==> config.mk <==
export PLATFORM = sky130hd
export DESIGN_NAME = cache_axi_bridge
export DESIGN_NICKNAME = d
export VERILOG_FILES = /design/src/rtl/cache_axi_bridge.sv
export SDC_FILE = /design/constraint.sdc
export NUM_CORES = 1
export LEC_CHECK = 0
export CAP_MARGIN = 20
export CELL_PAD_IN_SITES_DETAIL_PLACEMENT = 1
export CELL_PAD_IN_SITES_GLOBAL_PLACEMENT = 1
export CORE_MARGIN = 3
export CORE_UTILIZATION = 30
export DETAILED_ROUTE_END_ITERATION = 16
export PLACE_DENSITY = 0.86
export SETUP_SLACK_MARGIN = 0.2
export SLEW_MARGIN = 20
export SYNTH_ARGS = -nofsm -noshare
export SYNTH_HDL_FRONTEND = slang
export SYNTH_SLANG_ARGS = --single-unit
export TNS_END_PERCENT = 10
==> constraint.sdc <==
create_clock -name clk -period 2.23 [get_ports clk]
set_input_delay 0.446 -clock clk [delete_from_list [all_inputs] [get_ports clk]]
set_output_delay 0.446 -clock clk [all_outputs]
set_load 0.005 [all_outputs]
==> src/rtl/cache_axi_bridge.sv <==
// Bridges icache/dcache read and dcache write requests onto a single AXI4 master port.
// Latency: request accepted combinationally in idle; AR/AW issued the next cycle; read beats forwarded combinationally.
// Backpressure: one read and one write outstanding; *_rd_rdy/d_wr_rdy low while the matching path is busy.
module cache_axi_bridge #(
    parameter int         LINE_WORDS = 4,
    parameter logic [3:0] IID        = 4'd0,
    parameter logic [3:0] DID        = 4'd1
) (
    input  logic         clk,
    input  logic         resetn,
    input  logic         i_rd_req,
    input  logic [2:0]   i_rd_type,
    input  logic [31:0]  i_rd_addr,
    output logic         i_rd_rdy,
    output logic         i_ret_valid,
    output logic         i_ret_last,
    output logic [31:0]  i_ret_data,
    input  logic         d_rd_req,
    input  logic [2:0]   d_rd_type,
    input  logic [31:0]  d_rd_addr,
    output logic         d_rd_rdy,
    output logic         d_ret_valid,
    output logic         d_ret_last,
    output logic [31:0]  d_ret_data,
    input  logic         d_wr_req,
    input  logic [2:0]   d_wr_type,
    input  logic [31:0]  d_wr_addr,
    input  logic [3:0]   d_wr_wstrb,
    input  logic [127:0] d_wr_data,
    output logic         d_wr_rdy,
    output logic [3:0]   arid,
    output logic [31:0]  araddr,
    output logic [7:0]   arlen,
    output logic [2:0]   arsize,
    output logic [1:0]   arburst,
    output logic         arvalid,
    input  logic         arready,
    input  logic [3:0]   rid,
    input  logic [31:0]  rdata,
    input  logic [1:0]   rresp,
    input  logic         rlast,
    input  logic         rvalid,
    output logic         rready,
    output logic [3:0]   awid,
    output logic [31:0]  awaddr,
    output logic [7:0]   awlen,
    output logic [2:0]   awsize,
    output logic [1:0]   awburst,
    output logic         awvalid,
    input  logic         awready,
    output logic [31:0]  wdata,
    output logic [3:0]   wstrb,
    output logic         wlast,
    output logic         wvalid,
    input  logic         wready,
    input  logic [1:0]   bresp,
    input  logic         bvalid,
    output logic         bready
);
    localparam int         BW       = $clog2(LINE_WORDS);
    localparam logic [7:0] LINE_LEN = 8'(LINE_WORDS - 1);
    localparam logic [2:0] T_LINE   = 3'b100;

    typedef enum logic [1:0] {R_IDLE, R_AR, R_R} r_state_t;
    typedef enum logic [1:0] {W_IDLE, W_AW, W_W, W_B} w_state_t;

    r_state_t    r_state, r_next;
    w_state_t    w_state, w_next;
    logic        r_is_d;
    logic [7:0]  beat;
    logic [31:0] line_q [LINE_WORDS];
    logic        d_hazard, d_acc, i_acc, w_acc;

    // Routing is by the latched requester, so rid and the response codes are not needed.
    logic unused_ok;
    assign unused_ok = ^{rid, rresp, bresp};

    // A dcache read may not overtake a pending write to the same 16-byte line.
    assign d_hazard = (w_state != W_IDLE) && (d_rd_addr[31:4] == awaddr[31:4]);
    assign d_acc    = resetn && (r_state == R_IDLE) && d_rd_req && !d_hazard;
    assign i_acc    = resetn && (r_state == R_IDLE) && i_rd_req && !d_acc;
    assign w_acc    = (w_state == W_IDLE) && d_wr_req;
    assign d_rd_rdy = d_acc;
    assign i_rd_rdy = i_acc;
    assign d_wr_rdy = resetn && (w_state == W_IDLE);

    // Read state register.
    always_ff @(posedge clk or negedge resetn) begin
        if (!resetn) r_state <= R_IDLE;
        else         r_state <= r_next;
    end

    // Read next-state and read-channel outputs.
    always_comb begin
        r_next      = r_state;
        arvalid     = 1'b0;
        rready      = 1'b0;
        i_ret_valid = 1'b0;
        d_ret_valid = 1'b0;
        case (r_state)
            R_IDLE: if (d_acc || i_acc) r_next = R_AR;
            R_AR: begin
                arvalid = 1'b1;
                if (arready) r_next = R_R;
            end
            R_R: begin
                rready      = 1'b1;
                d_ret_valid = rvalid && r_is_d;
                i_ret_valid = rvalid && !r_is_d;
                if (rvalid && rlast) r_next = R_IDLE;
            end
            default: r_next = R_IDLE;
        endcase
    end

    assign i_ret_data = i_ret_valid ? rdata : 32'd0;
    assign i_ret_last = i_ret_valid && rlast;
    assign d_ret_data = d_ret_valid ? rdata : 32'd0;
    assign d_ret_last = d_ret_valid && rlast;

    // Capture the accepted read request; fields stay frozen until the next accept.
    always_ff @(posedge clk or negedge resetn) begin
        if (!resetn) begin
            arid <= 4'd0; araddr <= 32'd0; arlen <= 8'd0;
            arsize <= 3'd0; arburst <= 2'd0; r_is_d <= 1'b0;
        end else if (d_acc) begin
            arid    <= DID;
            araddr  <= d_rd_addr;
            arlen   <= (d_rd_type == T_LINE) ? LINE_LEN : 8'd0;
            arsize  <= (d_rd_type == T_LINE) ? 3'b010 : {1'b0, d_rd_type[1:0]};
            arburst <= 2'b01;
            r_is_d  <= 1'b1;
        end else if (i_acc) begin
            arid    <= IID;
            araddr  <= i_rd_addr;
            arlen   <= (i_rd_type == T_LINE) ? LINE_LEN : 8'd0;
            arsize  <= (i_rd_type == T_LINE) ? 3'b010 : {1'b0, i_rd_type[1:0]};
            arburst <= 2'b01;
            r_is_d  <= 1'b0;
        end
    end

    // Write state register.
    always_ff @(posedge clk or negedge resetn) begin
        if (!resetn) w_state <= W_IDLE;
        else         w_state <= w_next;
    end

    // Write next-state and write-channel handshake outputs.
    always_comb begin
        w_next  = w_state;
        awvalid = 1'b0;
        wvalid  = 1'b0;
        bready  = 1'b0;
        case (w_state)
            W_IDLE: if (d_wr_req) w_next = W_AW;
            W_AW: begin
                awvalid = 1'b1;
                if (awready) w_next = W_W;
            end
            W_W: begin
                wvalid = 1'b1;
                if (wready && (beat == awlen)) w_next = W_B;
            end
            W_B: begin
                bready = 1'b1;
                if (bvalid) w_next = W_IDLE;
            end
            default: w_next = W_IDLE;
        endcase
    end

    assign wdata = line_q[beat[BW-1:0]];
    assign wlast = wvalid && (beat == awlen);

    // Capture the whole write request; a word write lives in word 0 of the line buffer.
    always_ff @(posedge clk or negedge resetn) begin
        if (!resetn) begin
            awid <= 4'd0; awaddr <= 32'd0; awlen <= 8'd0;
            awsize <= 3'd0; awburst <= 2'd0; wstrb <= 4'd0;
            for (int k = 0; k < LINE_WORDS; k++) line_q[k] <= 32'd0;
        end else if (w_acc) begin
            awid    <= DID;
            awaddr  <= d_wr_addr;
            awlen   <= (d_wr_type == T_LINE) ? LINE_LEN : 8'd0;
            awsize  <= 3'b010;
            awburst <= 2'b01;
            wstrb   <= (d_wr_type == T_LINE) ? 4'hf : d_wr_wstrb;
            for (int k = 0; k < LINE_WORDS; k++) line_q[k] <= d_wr_data[k*32 +: 32];
        end
    end

    // Write beat counter: advances on each accepted W beat, clears after the last.
    always_ff @(posedge clk or negedge resetn) begin
        if (!resetn)                beat <= 8'd0;
        else if (wvalid && wready)  beat <= (beat == awlen) ? 8'd0 : beat + 8'd1;
    end
endmodule
==> impl_metrics.json, run 1 <==
{
  "vdd_ir_drop_max_uv": 604.9,
  "die_y_um": 192.3,
  "first_iter_violations": 394,
  "port_buffers": 467,
  "violations": "setup timing",
  "chipWidth_um": 192.3,
  "critical_path.startpoint_type": "primary input",
  "hold_buffers": 0,
  "start_util_pct": 30.74,
  "viasPerCell": 4.773,
  "synthArstFlopShare_pct": 100.0,
  "grt_pass1_wl_um": 66840,
  "insertion_delay_ns": 0.54,
  "worst_ep_arrival_time_ns": 2.41,
  "max_freq_ghz": 0.3495,
  "grt_overflow": 0,
  "vias": 10200,
  "ios": 499,
  "cp-end-kind": "output port",
  "worst-setup-path-type": "primary input to output port",
  "yosysUniqueCellTypes": 39,
  "leakagePower_nw": 8.548,
  "use_met2_pct": 41.72,
  "fin_crit_sh_pct": 128.3,
  "numCtsBuffers": 26,
  "setup_viol": 123,
  "htreeDepth": 1,
  "fillers": 3795,
  "tightest_slew_ns": 0.8101,
  "use_met1_pct": 25.48,
  "setup_ws_ns": -0.6310,
  "cts_buffer_depth": 3,
  "gr-usage-met3_pct": 8.592,
  "register_area_um2": 5384,
  "core_um2": 33870,
  "multi_input_area_um2": 4781,
  "drive_gt1_share_pct": 21.56,
  "cts-root-buf": "clkbuf_16",
  "wl_per_cell_um": 21.64,
  "dieArea_um2": 36980,
  "max_cap_viol_count": 0,
  "ys_ff_latch": 215,
  "cts.sinks": 215,
  "ys_warn_count": 0,
  "synth-main-ff-cell": "dfrtp_1",
  "finalHoldViolCount": 0,
  "finalCriticalPeriod_ns": 2.861,
  "syn-mean-instance-area_um2": 9.141,
  "cts_tree": "done",
  "crit_required_ns": 1.78,
  "fin_util_pct": 50.54,
  "slew_violations": 0,
  "busiest_layer": "met2",
  "path_clk_slew_ns": 0.06,
  "synthesis.area_um2": 10410,
  "crit_fanout": 2,
  "grt_pass1_vias": 11280,
  "gp_congestion": 0.8446,
  "antenna_found_initial": 6,
  "drc_errors": 0,
  "rsz0062_at_grt": "yes",
  "netlist_instances": 1139,
  "drtAntennaViolNets": 0,
  "min_path_type": "primary input to asynchronous set/reset pin",
  "holdWs_ns": 0.07841,
  "synth_edf_count": 0,
  "fin_skew_ns": 0.01392,
  "firstDrtPassIters": 4,
  "power_density_nw_per_um2": 1204,
  "wirelength_um": 46220,
  "synth_seq_area_share_pct": 51.68,
  "grtUsageTotal_pct": 23.58,
  "relSlewSlack_pct": 46.00,
  "regToRegSetupSlack_ns": -0.27,
  "nNetsFinal": 1962,
  "status": "finished, violations left",
  "grt_max_degree": 131,
  "synthToLayoutAreaGrowth_pct": 64.39,
  "rows": 67,
  "place.detailed.hpwl_um": 33270
}
[registers in the layout, indices dropped and copies added (netlist names), 2 cells and up]
register and count:
beat 8, arsize 2, w_state 2, araddr 32
awaddr 32, line_q 128, wstrb 4, r_state 2
[Yosys cell counts, types with 3 or more instances]
library cell    n  area share (%)
xor2_1         28             2.4
mux2i_1         4            0.38
o22a_1          4            0.34
nand2_1       590              21
buf_1           3            0.11
mux2_2         31             3.4
a21oi_1         5            0.24
buf_6           4            0.43
nand3_1         3            0.14
mux4_2         32             6.9
xnor2_1         5            0.42
inv_1           8            0.29
clkbuf_1       49             1.8
nor2_1          7            0.25
buf_4          28             2.0
ha_1            6            0.72
nand4_1         4            0.24
o21ai_0         3            0.14
dfrtp_1       215              52
nor4_1          7            0.42
mux2_1          3            0.32
buf_2           7            0.34
and3_1          3            0.18
and2_1         72             4.3
[metrics by stage]
step	area, µm²	TNS, ns	total power (W)	cells	worst slack [ns]
after global placement	15970	-43.49	0.01594	2060	-1.016
after global routing	17110	-29.40	0.02198	2135	-0.6932
after CTS	16970	-27.88	0.02067	2123	-0.6496
after floorplan	10490	0	0.01082	1161	0.2196
final	17120	-20.21	0.02061	2136	-0.6310
after detailed placement	15970	-48.98	0.01648	2060	-1.076
[area by class of cell]
| type | instances | area share [%] |
|---|---|---|
| Sequential cell | 215 | 31.46 |
| Inverter | 8 | 0.1755 |
| Multi-Input combinational cell | 847 | 27.93 |
| Clock buffer | 38 | 4.540 |
| Tap cell | 448 | 3.275 |
| Timing Repair Buffer | 570 | 32.36 |
| Antenna cell | 4 | 0.05848 |
| Clock inverter | 6 | 0.2047 |
[cells by family after synthesis]
kind of cell / count (synthesis) / synth area share (%)
adders and majority gates: 6 / 0.7210
muxes: 70 / 10.98
other: 1 / 0.03602
buffers and inverters: 99 / 4.951
xor gates and xnor gates: 33 / 2.776
AOI/OAI and AO/OA: 19 / 1.358
and+or+nand+nor: 696 / 27.50
DFF: 215 / 51.68
[layer usage]
layer,vias up,wire (µm)
met4,6,1770
met3,101,4238
met5,-,43
met2,385,23520
li1,4604,-
met1,5100,16650
[final timing paths]
| check | from | endpoint | cells after the start |
|---|---|---|---|
| setup reg to reg | awaddr[17] | araddr[14] | 9 |
| setup / recovery | d_rd_addr[17] | i_rd_rdy | 9 |
| hold reg to reg | line_q[53] | line_q[53] | 2 |
| hold / removal | resetn | w_state[1] | 3 |
| max in group asynchronous | resetn | line_q[35] | 4 |
| min in group clk | d_wr_addr[4] | awaddr[4] | 3 |
[layout by cell type (no fill, tap or decap), drive strengths merged, types with 3 or more instances in the layout]
| cell | instances |
|---|---|
| o22a | 4 |
| mux2 | 34 |
| mux2i | 4 |
| o21ai | 3 |
| nand3 | 3 |
| dlymetal6s2s | 12 |
| and2 | 72 |
| xor2 | 28 |
| clkdlybuf4s50 | 338 |
| nand4 | 4 |
| clkbuf | 58 |
| nor2 | 7 |
| clkinv | 4 |
| xnor2 | 5 |
| conb | 23 |
| clkdlybuf4s15 | 11 |
| buf | 179 |
| diode | 4 |
| nor4 | 7 |
| dfrtp | 215 |
| nand2 | 590 |
| and3 | 3 |
| inv | 8 |
| a21oi | 5 |
| dlygate4sd2 | 10 |
| ha | 6 |
| mux4 | 32 |
[worst max-delay path, stage by stage]
cell	delay (ns)
clkdlybuf4s50_1	0.46
xor2_2	0.21
nor4_2	0.32
buf_4	0.18
nand4_1	0.15
o211ai_4	0.26
buf_6	0.13
and2_4	0.15
buf_6	0.09
[what timing repair did]
| item | in CTS | in global routing |
|---|---|---|
| endpoints found under the setup margin | 154 | 158 |
| gates cloned | 5 | 0 |
| buffers inserted | 14 | 9 |
| resized for setup | 376 | 122 |
| pin swaps | 18 | 6 |
| endpoints found under the hold margin | 0 | 0 |
[report_power, final]
group / switching (W) / internal [W]
clock: 0.00172 / 0.00239
sequential: 0.00118 / 0.00569
combinational: 0.00447 / 0.00516
(Power assumes the default switching activity.)
==> inputs of run 2 (changes only) <==
Settings changed: CELL_PAD_IN_SITES_DETAIL_PLACEMENT 1 to 2, CELL_PAD_IN_SITES_GLOBAL_PLACEMENT 1 to 2, CORE_MARGIN 3 to 5, CORE_UTILIZATION 30 to 23, PLACE_DENSITY 0.86 to 0.85.
==> impl_metrics.json, run 2 (synthesis gave the netlist of run 1 again) <==
{
  "status": "finished, violations left",
  "violations": "setup timing",
  "worst-path-stages": 7,
  "slew_violations": 0,
  "path_clk_slew_ns": 0.07,
  "crit_fanout": 2,
  "firstDrtPassIters": 4,
  "busiest_layer": "met2",
  "die_y_um": 222.8,
  "setup_viol": 139,
  "grt_pass1_wl_um": 83370,
  "drc_errors": 0,
  "setup_tns_ns": -38.24,
  "max_freq_ghz": 0.3352,
  "place.detailed.hpwl_um": 39670,
  "critical_path.startpoint_type": "flop",
  "grt_max_degree": 131,
  "chipWidth_um": 222.8,
  "use_met1_pct": 24.15,
  "leakagePower_nw": 8.860,
  "grt_pass1_vias": 12140,
  "crit_family": "simple AND/OR/NAND/NOR gates",
  "finalCriticalPeriod_ns": 2.983,
  "wirelength_um": 62660,
  "drive_gt1_share_pct": 24.08,
  "relSlewSlack_pct": 33.83,
  "core_um2": 45090,
  "numCtsBuffers": 28,
  "first_iter_violations": 666,
  "fillers": 4775,
  "slowest_stage": "dfrtp_1",
  "ios": 499,
  "hold_buffers": 0,
  "cts_tree": "done",
  "rsz0062_at_grt": "yes",
  "path_buf_inv": 2,
  "cts_buffer_depth": 3,
  "r2r-end": "arlen[0]",
  "grtUsageTotal_pct": 22.06,
  "crit_chain": "xor2_2 > nor4_4 > nand4_1 > o211ai_4 > buf_6 > and2_4 > buf_6",
  "port_buffers": 467,
  "dieArea_um2": 49620,
  "start_util_pct": 23.09,
  "power.total_w": 0.02260,
  "crit_required_ns": 1.78,
  "nNetsFinal": 1978,
  "power_density_nw_per_um2": 1261,
  "fin_crit_sh_pct": 133.8,
  "cp-end-kind": "output port",
  "rows": 78,
  "tightest_slew_ns": 0.9926,
  "viasPerCell": 4.619,
  "top_register": "line_q",
  "regToRegSetupSlack_ns": -0.49,
  "cts.sinks": 215,
  "timing.rr.start": "awaddr[15]",
  "min_path_type": "primary input to asynchronous set/reset pin",
  "synthToLayoutAreaGrowth_pct": 72.09,
  "wl_per_cell_um": 27.09,
  "path_common_cell": "buf_6",
  "grt_overflow": 0,
  "vias": 10680,
  "gp_congestion": 0.8960,
  "largest_reg_flops": 128,
  "ff2ff_path_depth": 11,
  "top_regs": "line_q x128, araddr x32, awaddr x32",
  "worst_ep_arrival_time_ns": 2.54,
  "use_met2_pct": 39.20,
  "critPathMaxStageDelay_ns": 0.42,
  "cts-root-buf": "clkbuf_16",
  "fin_skew_ns": 0.03313,
  "max_cap_viol_count": 0,
  "setup_ws_ns": -0.7531,
  "layout_commonest_cell": "nand2_1",
  "worst-setup-path-type": "flop to output port",
  "finalHoldViolCount": 0,
  "fin_util_pct": 39.74,
  "gr-usage-met3_pct": 8.707,
  "antenna_found_initial": 19,
  "layout_common_cells": "nand2_1, clkdlybuf4s50_1, dfrtp_1",
  "vdd_ir_drop_max_uv": 598.6,
  "htreeDepth": 1,
  "drtAntennaViolNets": 0,
  "insertion_delay_ns": 0.57
}
run 2: cell type report:
cell class	instances	area (µm²)	share of cell area [%]
Timing Repair Buffer	584	5814	32.45
Sequential cell	215	5386	30.06
Multi-Input combinational cell	847	4972	27.75
Clock buffer	45	885.9	4.944
Tap cell	600	750.7	4.190
Clock inverter	4	52.55	0.2933
Inverter	8	30.03	0.1676
Antenna cell	10	25.02	0.1397
run 2: worst reg2reg max path: stages, from the launching register on:
cell and delay [ns]:
dfrtp_1 0.42, xor2_2 0.23, nor4_4 0.39, nand4_1 0.26
o211ai_4 0.28, buf_6 0.17, buf_6 0.10, buf_6 0.09
buf_8 0.12, buf_12 0.15, buf_4 0.13, mux2i_2 0.26
run 2: worst max path at each step:
| stage | start | slack, ns | end |
|---|---|---|---|
| finish | awaddr[15] | -0.75 | i_rd_rdy |
| floorplan | d_rd_addr[12] | 0.22 | i_rd_rdy |
| detailed placement | d_rd_addr[8] | -0.91 | i_rd_rdy |
| CTS | awaddr[4] | -0.64 | i_rd_rdy |
| global route | awaddr[15] | -0.83 | i_rd_rdy |
| global placement | d_rd_addr[29] | -0.90 | i_rd_rdy |
run 2: what timing repair did:
| action | in CTS | in global routing |
|---|---|---|
| setup endpoints to repair | 179 | 149 |
| endpoints found under the hold margin | 0 | 0 |
| gates cloned | 5 | 2 |
| pin swaps | 14 | 16 |
| buffers inserted | 16 | 22 |
| resized for setup | 484 | 138 |
run 2: per-layer routing:
layer / up-vias / part of all wire (%)
met2: 449 / 49
met3: 149 / 9.0
li1: 4656 / -
met5: - / 0.24
met1: 5409 / 37
met4: 20 / 4.6
run 2: through the flow:
stage | cell area, µm² | worst slack (ns) | hold slack, ns | instances
after CTS | 17460 | -0.6375 | 0.1832 | 2279
after global routing | 17900 | -0.8338 | 0.1311 | 2308
after detailed placement | 16210 | -0.9080 | 0.4633 | 2209
after floorplan | 10490 | 0.2196 | 0.1504 | 1161
after global placement | 16210 | -0.8956 | 0.4528 | 2209
final | 17920 | -0.7531 | 0.01587 | 2313
run 2: power by group:
group	total (W)	switching, W	internal (W)
clock	0.00470	0.00189	0.00281
combinational	0.0109	0.00532	0.00555
sequential	0.00702	0.00133	0.00569
total	0.0226	0.00854	0.0141
==> inputs of run 3 (changes only) <==
Settings changed: CORE_ASPECT_RATIO set to 1.25.
==> impl_metrics.json, run 3 (synthesis gave the netlist of run 1 again) <==
{
  "rsz0062_at_grt": "yes",
  "cts-root-buf": "clkbuf_16",
  "layout_common_cells": "nand2_1, clkdlybuf4s50_1, dfrtp_1",
  "antenna_found_initial": 16,
  "setup_ws_ns": -0.6519,
  "max_cap_viol_count": 0,
  "p_seq_share_pct": 31.9,
  "synthToLayoutAreaGrowth_pct": 68.55,
  "power_density_nw_per_um2": 1233,
  "grt_overflow": 0,
  "fin_skew_ns": 0.009986,
  "top_register": "line_q",
  "dp_cells": 2198,
  "nNetsFinal": 1977,
  "dieArea_um2": 49650,
  "power.total_w": 0.02164,
  "firstDrtPassIters": 4,
  "tightest_slew_ns": 0.6448,
  "leakagePower_nw": 8.665,
  "finish.instance_area_um2": 17550,
  "p_sw_w": 0.007775,
  "setup_viol": 134,
  "timing.rr.start": "awaddr[23]",
  "grt_pass1_wl_um": 78700,
  "top_regs": "line_q x128, araddr x32, awaddr x32",
  "comb_power_share_pct": 47.2,
  "p_int_w": 0.01387,
  "crit_fanout": 2,
  "largest_reg_flops": 128,
  "port_buffers": 467,
  "insertion_delay_ns": 0.55,
  "p_clk_share_pct": 20.9,
  "crit_required_ns": 1.78,
  "place_area_um2": 16170,
  "numCtsBuffers": 26,
  "violations": "setup timing",
  "worst_ep_arrival_time_ns": 2.44,
  "worst-setup-path-type": "flop to output port",
  "finalHoldViolCount": 0,
  "min_path_type": "primary input to asynchronous set/reset pin",
  "wl_per_cell_um": 23.55,
  "drive_gt1_share_pct": 22.67,
  "wirelength_um": 53990,
  "cts_buffer_depth": 3,
  "viasPerCell": 4.541,
  "r2r-end": "araddr[4]",
  "grtUsageTotal_pct": 20.73,
  "use_met1_pct": 21.51,
  "start_util_pct": 23.16,
  "cp-end-kind": "output port",
  "busiest_layer": "met2",
  "rows": 87,
  "place.detailed.hpwl_um": 40210,
  "cts_tree": "done",
  "critical_path.startpoint_type": "flop",
  "setup_tns_ns": -23.56,
  "finalCriticalPeriod_ns": 2.882,
  "ff2ff_path_depth": 9,
  "cts.sinks": 215,
  "max_freq_ghz": 0.3470,
  "layout_commonest_cell": "nand2_1",
  "path_clk_slew_ns": 0.07,
  "fin_crit_sh_pct": 129.2,
  "power_switching_share_pct": 35.92,
  "vdd_ir_drop_max_uv": 515.6,
  "final_cells": 2292,
  "gr-usage-met3_pct": 8.037,
  "die_y_um": 247.9,
  "first_iter_violations": 275,
  "grt_pass1_vias": 12070,
  "ios": 499,
  "status": "finished, violations left",
  "chipWidth_um": 200.3,
  "hold_buffers": 0,
  "htreeDepth": 1,
  "slew_violations": 0,
  "use_met2_pct": 38.48,
  "core_um2": 44960,
  "vias": 10410,
  "drtAntennaViolNets": 0,
  "gp_congestion": 0.8175,
  "drc_errors": 0,
  "relSlewSlack_pct": 57.01,
  "grt_max_degree": 107,
  "regToRegSetupSlack_ns": -0.25,
  "dp_slack_ns": -1.012
}
==> run 3: cell types whose count changed in the layout (fill, tap and decap cells not counted), sizes merged <==
cell,previous run,this run
clkdlybuf4s50,325,327
dlymetal6s2s,2,5
inv,10,8
clkbuf,65,61
dlygate4sd2,28,25
diode,10,11
buf,207,190
clkdlybuf4s15,2,21
clkinv,1,3
==> run 3: final cells by class <==
cell class	instances	area, µm²
inverters	8	30.03
repair buffers	585	5634
well taps	578	723.2
clock buffers	44	869.6
fillers	4863	27410
clock inverters	4	52.55
multi-input cells	847	4823
flip-flops and latches	215	5388
diodes	11	27.53
==> run 3: power by group through the flow <==
stage	clock network [W]	registers, W	logic, W
floorplan	0	0.00659	0.00422
global placement	0	0.00674	0.00948
detailed placement	0	0.00694	0.00998
CTS	0.00470	0.00694	0.0101
global route	0.00485	0.00708	0.0111
finish	0.00452	0.00690	0.0102
==> run 3: worst max path at each step <==
stage,from,end,slack [ns],depth (start not counted)
after global routing,awaddr[15],i_rd_rdy,-0.73,8
after global placement,d_rd_addr[12],i_rd_rdy,-0.93,8
after CTS,awaddr[4],i_rd_rdy,-0.67,8
after floorplan,d_rd_addr[12],i_rd_rdy,0.22,6
after detailed placement,d_rd_addr[28],i_rd_rdy,-1.01,7
final,awaddr[23],i_rd_rdy,-0.65,8
==> run 3: per-layer routing <==
layer	vias up	wire length, µm	share of wire (%)
met3	97	4973	9.2
met1	5230	18960	35
met5	-	54	0.10
met4	6	1970	3.6
li1	4662	-	-
met2	413	28030	52
==> run 3: repair_timing <==
action,4_1_cts,5_1_grt
endpoints found under the setup margin,175,153
resized for setup,475,84
gates cloned,2,0
pin swaps,25,11
buffers inserted,16,17
==> run 3: critical path: stages, from the launching register on <==
cell and delay, ns:
dfrtp_1 0.43, xor2_1 0.19, nor3_1 0.29, buf_4 0.19
nand4_1 0.16, o211ai_4 0.28, buf_6 0.14, and2_4 0.14
buf_6 0.08
==> run 3: through the flow <==
stage / utilization [%] / hold WS (ns)
after floorplan: - / 0.1504
after detailed placement: 35.96 / 0.4624
after global placement: 35.96 / 0.4519
after CTS: 38.51 / 0.05493
after global routing: 38.99 / 0.08960
final: 39.03 / 0.08130
